--- config.mk ---
export PLATFORM = sky130hd
export DESIGN_NAME = y86_seq_controller
export DESIGN_NICKNAME = d
export VERILOG_FILES = /design/src/rtl/y86_pkg.sv /design/src/rtl/y86_icode_class.sv /design/src/rtl/y86_seq_controller.sv
export SDC_FILE = /design/constraint.sdc
export NUM_CORES = 1
export LEC_CHECK = 0
export CAP_MARGIN = 30
export CORE_UTILIZATION = 55
export CTS_BUF_LIST = sky130_fd_sc_hd__clkbuf_4
export DETAILED_ROUTE_END_ITERATION = 8
export PLACE_DENSITY_LB_ADDON = 0.2
export SETUP_SLACK_MARGIN = 0.1
export SYNTH_ARGS = -nofsm -noshare
export SYNTH_HDL_FRONTEND = slang
export SYNTH_HIERARCHICAL = 1
export SYNTH_SLANG_ARGS = --single-unit
--- constraint.sdc ---
create_clock -name clk -period 3.8 [get_ports clk]
set_input_delay 0.76 -clock clk [delete_from_list [all_inputs] [get_ports clk]]
set_output_delay 0.76 -clock clk [all_outputs]
set_load 0.01 [all_outputs]
--- src/rtl/y86_pkg.sv ---
// Shared encodings for the Y86 SEQ stage sequencer: icodes, status codes, FSM states.
package y86_pkg;

  localparam logic [3:0] I_HALT   = 4'd0;
  localparam logic [3:0] I_NOP    = 4'd1;
  localparam logic [3:0] I_RRMOVL = 4'd2;
  localparam logic [3:0] I_IRMOVL = 4'd3;
  localparam logic [3:0] I_RMMOVL = 4'd4;
  localparam logic [3:0] I_MRMOVL = 4'd5;
  localparam logic [3:0] I_OPQ    = 4'd6;
  localparam logic [3:0] I_JXX    = 4'd7;
  localparam logic [3:0] I_CALL   = 4'd8;
  localparam logic [3:0] I_RET    = 4'd9;
  localparam logic [3:0] I_PUSHQ  = 4'd10;
  localparam logic [3:0] I_POPQ   = 4'd11;

  localparam logic [2:0] STAT_AOK = 3'd1;
  localparam logic [2:0] STAT_HLT = 3'd2;
  localparam logic [2:0] STAT_ADR = 3'd3;
  localparam logic [2:0] STAT_INS = 3'd4;

  typedef enum logic [3:0] {
    S_IDLE,
    S_FETCH,
    S_DECODE,
    S_EXECUTE,
    S_MEMORY,
    S_WRITEBACK,
    S_PCUPDATE,
    S_HALT,
    S_ERROR
  } state_e;

endpackage

--- src/rtl/y86_icode_class.sv ---
// Combinational icode classifier: which stages an instruction visits and whether it is defined.
// Zero latency, no flow control.
module y86_icode_class
  import y86_pkg::*;
(
  input  logic [3:0] icode,
  output logic       needs_mem,
  output logic       needs_wb,
  output logic       legal
);

  always_comb begin
    needs_mem = 1'b0;
    needs_wb  = 1'b0;
    legal     = (icode <= I_POPQ);
    case (icode)
      I_RMMOVL: needs_mem = 1'b1;
      I_MRMOVL, I_CALL, I_RET, I_PUSHQ, I_POPQ: begin
        needs_mem = 1'b1;
        needs_wb  = 1'b1;
      end
      I_RRMOVL, I_IRMOVL, I_OPQ: needs_wb = 1'b1;
      default: ;
    endcase
  end

endmodule

--- src/rtl/y86_seq_controller.sv ---
// Multi-cycle SEQ stage sequencer: F,D,E,[M],[W],P per instruction (4-6 cycles at zero wait).
// Fetch/memory requests are held until acked; the memory wait is bounded by MEM_TIMEOUT.
module y86_seq_controller
  import y86_pkg::*;
#(
  parameter int CNT_W       = 32,
  parameter int MEM_TIMEOUT = 16
) (
  input  logic             clk,
  input  logic             rst_n,
  input  logic             start,
  input  logic             stop,
  input  logic             clear,
  output logic             fetch_req,
  input  logic             fetch_ack,
  input  logic             fetch_err,
  input  logic             instr_ok,
  input  logic [3:0]       icode,
  output logic [3:0]       icode_q,
  output logic             instr_valid,
  output logic             decode_en,
  output logic             execute_en,
  output logic             wb_en,
  output logic             pc_en,
  output logic             mem_req,
  input  logic             mem_ack,
  input  logic             mem_err,
  output logic [2:0]       stat,
  output logic             busy,
  output logic [CNT_W-1:0] cycle_cnt,
  output logic [CNT_W-1:0] retired_cnt
);

  localparam logic [31:0]      TMO_LAST = 32'(MEM_TIMEOUT - 1);
  localparam logic [CNT_W-1:0] CNT_ONE  = CNT_W'(1);

  state_e           state_q, state_d;
  logic [2:0]       stat_q, stat_d;
  logic [3:0]       icode_d;
  logic [31:0]      tmo_q, tmo_d;
  logic [CNT_W-1:0] cycle_cnt_q, cycle_cnt_d;
  logic [CNT_W-1:0] retired_cnt_q, retired_cnt_d;
  logic             fetch_req_q, fetch_req_d;
  logic             decode_en_q, decode_en_d;
  logic             execute_en_q, execute_en_d;
  logic             mem_req_q, mem_req_d;
  logic             wb_en_q, wb_en_d;
  logic             pc_en_q, pc_en_d;
  logic             busy_q, busy_d;
  logic             retire;

  // Classify the incoming icode while fetching, the latched one afterwards.
  logic [3:0] class_icode;
  logic       cls_needs_mem, cls_needs_wb, cls_legal;

  assign class_icode = (state_q == S_FETCH) ? icode : icode_q;

  y86_icode_class u_class (
    .icode     (class_icode),
    .needs_mem (cls_needs_mem),
    .needs_wb  (cls_needs_wb),
    .legal     (cls_legal)
  );

  always_comb begin
    state_d = state_q;
    stat_d  = stat_q;
    icode_d = icode_q;
    tmo_d   = tmo_q;
    retire  = 1'b0;
    case (state_q)
      S_IDLE: if (start) state_d = S_FETCH;
      S_FETCH: begin
        if (fetch_ack) begin
          if (fetch_err) begin
            state_d = S_ERROR;
            stat_d  = STAT_ADR;
          end else if (!instr_ok || !cls_legal) begin
            state_d = S_ERROR;
            stat_d  = STAT_INS;
          end else if (icode == I_HALT) begin
            state_d = S_HALT;
            stat_d  = STAT_HLT;
            retire  = 1'b1;
          end else begin
            icode_d = icode;
            state_d = S_DECODE;
          end
        end
      end
      S_DECODE: state_d = S_EXECUTE;
      S_EXECUTE: begin
        if (cls_needs_mem)     state_d = S_MEMORY;
        else if (cls_needs_wb) state_d = S_WRITEBACK;
        else                   state_d = S_PCUPDATE;
      end
      S_MEMORY: begin
        // An ack arriving on the last allowed cycle beats the timeout.
        if (mem_ack) begin
          tmo_d = '0;
          if (mem_err) begin
            state_d = S_ERROR;
            stat_d  = STAT_ADR;
          end else begin
            state_d = cls_needs_wb ? S_WRITEBACK : S_PCUPDATE;
          end
        end else if ((MEM_TIMEOUT != 0) && (tmo_q == TMO_LAST)) begin
          tmo_d   = '0;
          state_d = S_ERROR;
          stat_d  = STAT_ADR;
        end else begin
          tmo_d = tmo_q + 32'd1;
        end
      end
      S_WRITEBACK: state_d = S_PCUPDATE;
      S_PCUPDATE: begin
        retire  = 1'b1;
        state_d = stop ? S_IDLE : S_FETCH;
      end
      S_HALT, S_ERROR: begin
        if (clear) begin
          state_d = S_IDLE;
          stat_d  = STAT_AOK;
        end
      end
      default: state_d = S_IDLE;
    endcase

    fetch_req_d  = (state_d == S_FETCH);
    decode_en_d  = (state_d == S_DECODE);
    execute_en_d = (state_d == S_EXECUTE);
    mem_req_d    = (state_d == S_MEMORY);
    wb_en_d      = (state_d == S_WRITEBACK);
    pc_en_d      = (state_d == S_PCUPDATE);
    busy_d       = !((state_d == S_IDLE) || (state_d == S_HALT) || (state_d == S_ERROR));

    cycle_cnt_d   = (busy_q && (cycle_cnt_q != '1)) ? cycle_cnt_q + CNT_ONE : cycle_cnt_q;
    retired_cnt_d = (retire && (retired_cnt_q != '1)) ? retired_cnt_q + CNT_ONE : retired_cnt_q;
  end

  always_ff @(posedge clk or negedge rst_n) begin
    if (!rst_n) begin
      state_q       <= S_IDLE;
      stat_q        <= STAT_AOK;
      icode_q       <= 4'd0;
      tmo_q         <= '0;
      cycle_cnt_q   <= '0;
      retired_cnt_q <= '0;
      fetch_req_q   <= 1'b0;
      decode_en_q   <= 1'b0;
      execute_en_q  <= 1'b0;
      mem_req_q     <= 1'b0;
      wb_en_q       <= 1'b0;
      pc_en_q       <= 1'b0;
      busy_q        <= 1'b0;
    end else begin
      state_q       <= state_d;
      stat_q        <= stat_d;
      icode_q       <= icode_d;
      tmo_q         <= tmo_d;
      cycle_cnt_q   <= cycle_cnt_d;
      retired_cnt_q <= retired_cnt_d;
      fetch_req_q   <= fetch_req_d;
      decode_en_q   <= decode_en_d;
      execute_en_q  <= execute_en_d;
      mem_req_q     <= mem_req_d;
      wb_en_q       <= wb_en_d;
      pc_en_q       <= pc_en_d;
      busy_q        <= busy_d;
    end
  end

  assign fetch_req   = fetch_req_q;
  assign instr_valid = decode_en_q;
  assign decode_en   = decode_en_q;
  assign execute_en  = execute_en_q;
  assign mem_req     = mem_req_q;
  assign wb_en       = wb_en_q;
  assign pc_en       = pc_en_q;
  assign stat        = stat_q;
  assign busy        = busy_q;
  assign cycle_cnt   = cycle_cnt_q;
  assign retired_cnt = retired_cnt_q;

endmodule

==> metrics, run 1 <==
status finished clean; antenna fix cells 0; vias in the first global route approximately 4400; synthesized net count between 500 and 600; routability cong. just under 0.9; relative slew slack 0.424; #FFs+latches synth 114; Clk pin slew, worst setup/hold paths around 110 ps; largest net degree at the start of global routing between 60 and 70; Final Setup Violations 0; drt pass-1 iters 4; Top FF cell, synth dfrtp_1; Crit path arrival time 3850 ps; max-cap violations 0; PortBufs between 90 and 100; via count approximately 4600; total global routing overflow 0; Final Hold Viols 0; clk buf depth 2; clk root buf clkbuf_4; Crit path required time between 4000 and 5000 ps; CP Capture Type register; # clock sinks between 100 and 150; final wirelength ~12000 µm; Nets 681; Commonest cells post-synth dfrtp_1 (113), nor2_1 (57), nand2_1 (56); multi-input logic area around 2700 µm²; Slew @ Worst Pin approximately 860 ps; class of the tightest hold or removal check in2async; # H-tree levels 4; HPWL Detailed between 8000 and 9000 µm; die area 10700 µm²; Syn Std Cell Area about 5700 µm²; Seq/Total Area, Yosys 0.502; pwr dens approximately 570 nW/µm²; Mean Syn Cell Area approximately 10 µm²; most frequent cell after synthesis dfrtp_1; Layout area overhead 23.9%; Distinct cells, synth 53; Total Power 3.99 mW; startpoint types register; Chip Width 104 µm; Ys Warns 6; Iter 0 DRT Violations around 150; post-route setup TNS 0 ps; FF/Latch Area about 2900 µm²; Final Max Tran Viols 0; worst setup margin roughly 380 ps; largest area contributor in the netlist dfrtp_1; WL/cell between 15 and 20 µm; Final period util 0.900; crit path kind reg2reg; DRC 0; share of layout cells above drive strength 1 0.0886; first-pass GRT wire length between 20000 and 25000 µm; pre-CTS setup slack 383 ps; ys async rst share 1.00; Leak approximately 2.9 nW; Initial Util 0.574; min Tclk post-route 3420 ps; GRT Overall Usage 0.242; adder-cell share of the synthesized area 0.00660; postcts setup bufs 0; Die Height around 100 µm; peak supply drop 0.000386 V; RSZ-0062 raised after global routing false; fin util 0.711; num ports 93; TritonCTS buffer count 17; post-synthesis mux area share 0.0244; Syn Inst Count 563; main combinational cell family by area after synthesis simple AND/OR/NAND/NOR gates; EDFF count, synth 0; Achievable Freq a little under 300 MHz; synth top area cells dfrtp_1 (50%), xor2_1 (7.7%), xnor2_1 (5.9%), nor2_1 (3.8%), nand2_1 (3.7%); Post-Synth Simple-Gate Area 0.260; core area between 9000 and 10000 µm²; Skew-Pair Late Insertion Delay between 500 and 600 ps; Fin Clk Skew 13.9 ps; # rows 36; xor-xnor portion of the synthesized cell area 0.136; Post-CTS Resized 0; post-route ant nets 0; CTS Hold Bufs 0; Via density 5.66; Synth top area share 0.497; Layout fillers 750; TritonCTS clock tree built; initial antenna violation count 0; worst-path fanout max 14; compound-gate portion of the synthesized area 0.0478
-- power breakdown --
part / internal (mW) / total (mW) / switching (mW) / leakage, nW
clock: 0.447 / 0.926 / 0.479 / 0.143
combinational: 0.617 / 1.20 / 0.580 / 1.29
sequential: 1.50 / 1.86 / 0.361 / 1.43
-- layout by cell type, fill, tap and decap left out, types with 5 or more instances in the layout --
cell type,Yosys,routed
nor3_1,21,21
nor2b_1,5,5
inv_1,17,17
and3_1,16,16
nor2_1,57,57
or3_1,7,7
and2_1,7,7
a21oi_1,8,8
clkbuf_4,0,17
nand2_1,56,56
dfrtp_1,113,113
o21ai_0,16,16
xnor2_1,38,38
nand4_1,29,29
nor4_1,13,13
mux2_2,11,11
nand3_1,31,31
and4_1,9,9
clkdlybuf4s50_1,0,91
xor2_1,50,50
clkinvlp_4,0,6
-- sequential cells by signal, summed over array words and instances, names as in the netlist --
register	cells
stat	3
retired_cnt	32
state_q	4
cycle_cnt	32
wb_en	1
icode_q	4
fetch_req	1
tmo_q	32
decode_en	1
mem_req	1
execute_en	1
pc_en	1
busy	1
-- final timing paths --
path	from	end	slack, ps	depth (start not counted)
worst max-delay path	state_q[1]$_DFF_PN0_	retired_cnt[19]$_DFFE_PN0P_	380	9
max in group asynchronous	rst_n	cycle_cnt[11]$_DFFE_PN0P_	2750	2
min in group clk	cycle_cnt[31]$_DFFE_PN0P_	cycle_cnt[31]$_DFFE_PN0P_	500	1
worst max register to register	state_q[1]$_DFF_PN0_	retired_cnt[19]$_DFFE_PN0P_	380	9
worst min-delay path	rst_n	tmo_q[24]$_DFFE_PN0P_	310	1
worst min register to register	cycle_cnt[31]$_DFFE_PN0P_	cycle_cnt[31]$_DFFE_PN0P_	500	1
-- metal layers --
| layer | track usage | wire length, µm | vias up |
|---|---|---|---|
| li1 | - | - | 2186 |
| met1 | 0.309 | 5600 | 2240 |
| met2 | 0.389 | 5890 | 136 |
| met3 | 0.0736 | 698 | 19 |
| met4 | 0.0878 | 165 | 0 |
| met5 | 0 | 0 | - |
-- area by class of cell --
class,count,share of cell area
inverters,17,0.00906
multi-input cells,418,0.383
flip-flops and latches,114,0.405
clock buffers,17,0.0181
well taps,133,0.0236
clock inverters,15,0.0238
repair buffers,96,0.137
-- worst max-delay path, stage by stage (launching register included) --
cell and delay, ps:
dfrtp_1 550, nor4b_4 560, mux2_2 440, nand2_1 100, and3b_1 230, nand4_1 200, and2_1 260, or2_1 390
or3b_1 440, xnor2_1 130
-- cells by family (layout without fill, tap and decap cells) --
kind of cell,after synthesis,in the layout
and+or+nand+nor,273,273
xor gates and xnor gates,88,88
buffers and inverters,31,145
AOI/OAI and AO/OA,42,42
adders and majority gates,3,3
DFF,114,114
muxes,12,12
-- metrics by stage --
step / hold slack [ps] / std cells / cell area, µm²
after CTS: 332 / 809 / 7030
after detailed placement: 482 / 777 / 6730
after global placement: 469 / 777 / 6730
after global routing: 367 / 810 / 7040
final: 310 / 810 / 7040
after floorplan: 464 / 563 / 5690
(Power assumes the default switching activity.)
==> inputs of run 2 (changes only) <==
--- a/config.mk
+++ b/config.mk
@@ -5,7 +5,7 @@
 export SDC_FILE = /design/constraint.sdc
 export NUM_CORES = 1
 export LEC_CHECK = 0
-export CAP_MARGIN = 30
+export CAP_MARGIN = 20
 export CORE_UTILIZATION = 55
 export CTS_BUF_LIST = sky130_fd_sc_hd__clkbuf_4
 export DETAILED_ROUTE_END_ITERATION = 8
==> metrics, run 2 (same netlist as run 1, synthesis figures left out) <==
share of layout cells above drive strength 1 0.0873; Worst path max stage delay 560 ps; placed cells between 700 and 800; CP Cell Sequence nor4b_4 > mux2_2 > nand2_1 > and3b_1 > nand4_1 > and2_1 > or2_1 > or3b_1 > xnor2_1; Reg2Reg Launch Point state_q[1]$_DFF_PN0_; fin util 0.709; Layout area overhead 23.6%; routability cong. approximately 0.88; Achievable Freq between 200 and 300 MHz; leading cell type in the layout, fill and taps excluded dfrtp_1; Slew @ Worst Pin 1050 ps; drt pass-1 iters 4; peak supply drop about 0.00039 V; max-cap violations 0; antenna fix cells 0; core area 9910 µm²; non-filler instance count after layout between 800 and 900; TritonCTS clock tree built; clk root buf clkbuf_4; class of the tightest hold or removal check in2async; HPWL Detailed ~8500 µm; startpoint types register; # H-tree levels 4; Skew-Pair Late Insertion Delay ~540 ps; reg-to-reg endpoint retired_cnt[19]$_DFFE_PN0P_; clk buf depth 2; total global routing overflow 0; CTS Hold Bufs 0; crit path kind reg2reg; DRC 0; GRT Overall Usage 0.242; WL/cell 15.2 µm; Fin Clk Skew between 10 and 15 ps; initial antenna violation count 0; # clock sinks 114; Nets 680; num ports 93; Clk pin slew, worst setup/hold paths 110 ps; Final Max Tran Viols 0; relative slew slack 0.298; worst-path fanout max 14; status finished clean; Post-CTS Resized 0; post-route ant nets 0; postcts setup bufs 0; r2r worst-path depth 9; CP Capture Type register; TritonCTS buffer count 17; vias in the first global route between 4000 and 5000; Post-DP Area 6730 µm²; post-route setup TNS 0 ps; Chip Width 104 µm; Slowest cell on crit path nor4b_4; via count ~4500; Worst R2R Setup Slack ~380 ps; Final period util 0.899; Crit path required time approximately 4200 ps; Initial Util 0.574; finished layout cell area about 7000 µm²; # rows 36; worst hold margin slightly above 300 ps; leading cell types in the layout, fill and taps excluded dfrtp_1 (113), clkdlybuf4s50_1 (91), nor2_1 (57); Die Height a little over 100 µm; Via density approximately 5.6; die area 10700 µm²; largest net degree at the start of global routing 68; Final Hold Viols 0; RSZ-0062 raised after global routing false; PortBufs 92; Crit path max-delay family simple AND/OR/NAND/NOR gates; Buf/Inv on CP 0; Leak ~2.8 nW; Iter 0 DRT Violations 187; final wirelength around 12000 µm; Final Setup Violations 0; first-pass GRT wire length ~21000 µm; Crit path arrival time around 3900 ps; pwr dens 567 nW/µm²; min Tclk post-route about 3400 ps
==> run 2: cell count changes in the layout (fill, tap and decap cells not counted), sizes merged <==
cell	previous run	this run
buf	5	4
==> run 2: per-stage QoR <==
step / power (mW) / worst slack (ps)
floorplan: 2.58 / 863
global placement: 3.00 / 467
detailed placement: 3.05 / 383
CTS: 3.99 / 389
global route: 4.22 / 133
finish: 3.98 / 383
==> run 2: worst max path at each step <==
stage / startpoint / endpoint / slack (ps) / cells after the start
4_1_cts: state_q[1]$_DFF_PN0_ / retired_cnt[27]$_DFFE_PN0P_ / 390 / 9
3_3_place_gp: icode[2] / retired_cnt[19]$_DFFE_PN0P_ / 470 / 9
2_1_floorplan: state_q[2]$_DFF_PN0_ / icode_q[0]$_DFFE_PN0P_ / 860 / 10
6_report: state_q[1]$_DFF_PN0_ / retired_cnt[19]$_DFFE_PN0P_ / 380 / 9
5_1_grt: state_q[1]$_DFF_PN0_ / retired_cnt[23]$_DFFE_PN0P_ / 130 / 9
3_5_place_dp: icode[2] / retired_cnt[19]$_DFFE_PN0P_ / 380 / 9
==> run 2: report_power, final <==
part,switching (mW),total [mW],internal (mW)
Combinational,0.577,1.19,0.613
Clock,0.481,0.929,0.447
Sequential,0.362,1.86,1.50
Total,1.42,3.98,2.56
==> run 2: cell type report <==
cell class,instances,area (µm²)
clock buffer,17,128
clock inverter,15,168
fill,753,2880
inverter,17,63.8
multi-input combinational,418,2700
sequential,114,2850
tap,133,166
timing repair buffer,95,953
==> run 2: routing by layer <==
layer  share of wire  global-route usage  up-vias
met5               0                   0        -
met4           0.014              0.0878        0
met3           0.056              0.0736       20
met2            0.48               0.389      137
met1            0.45               0.309     2204
li1                -                   -     2181
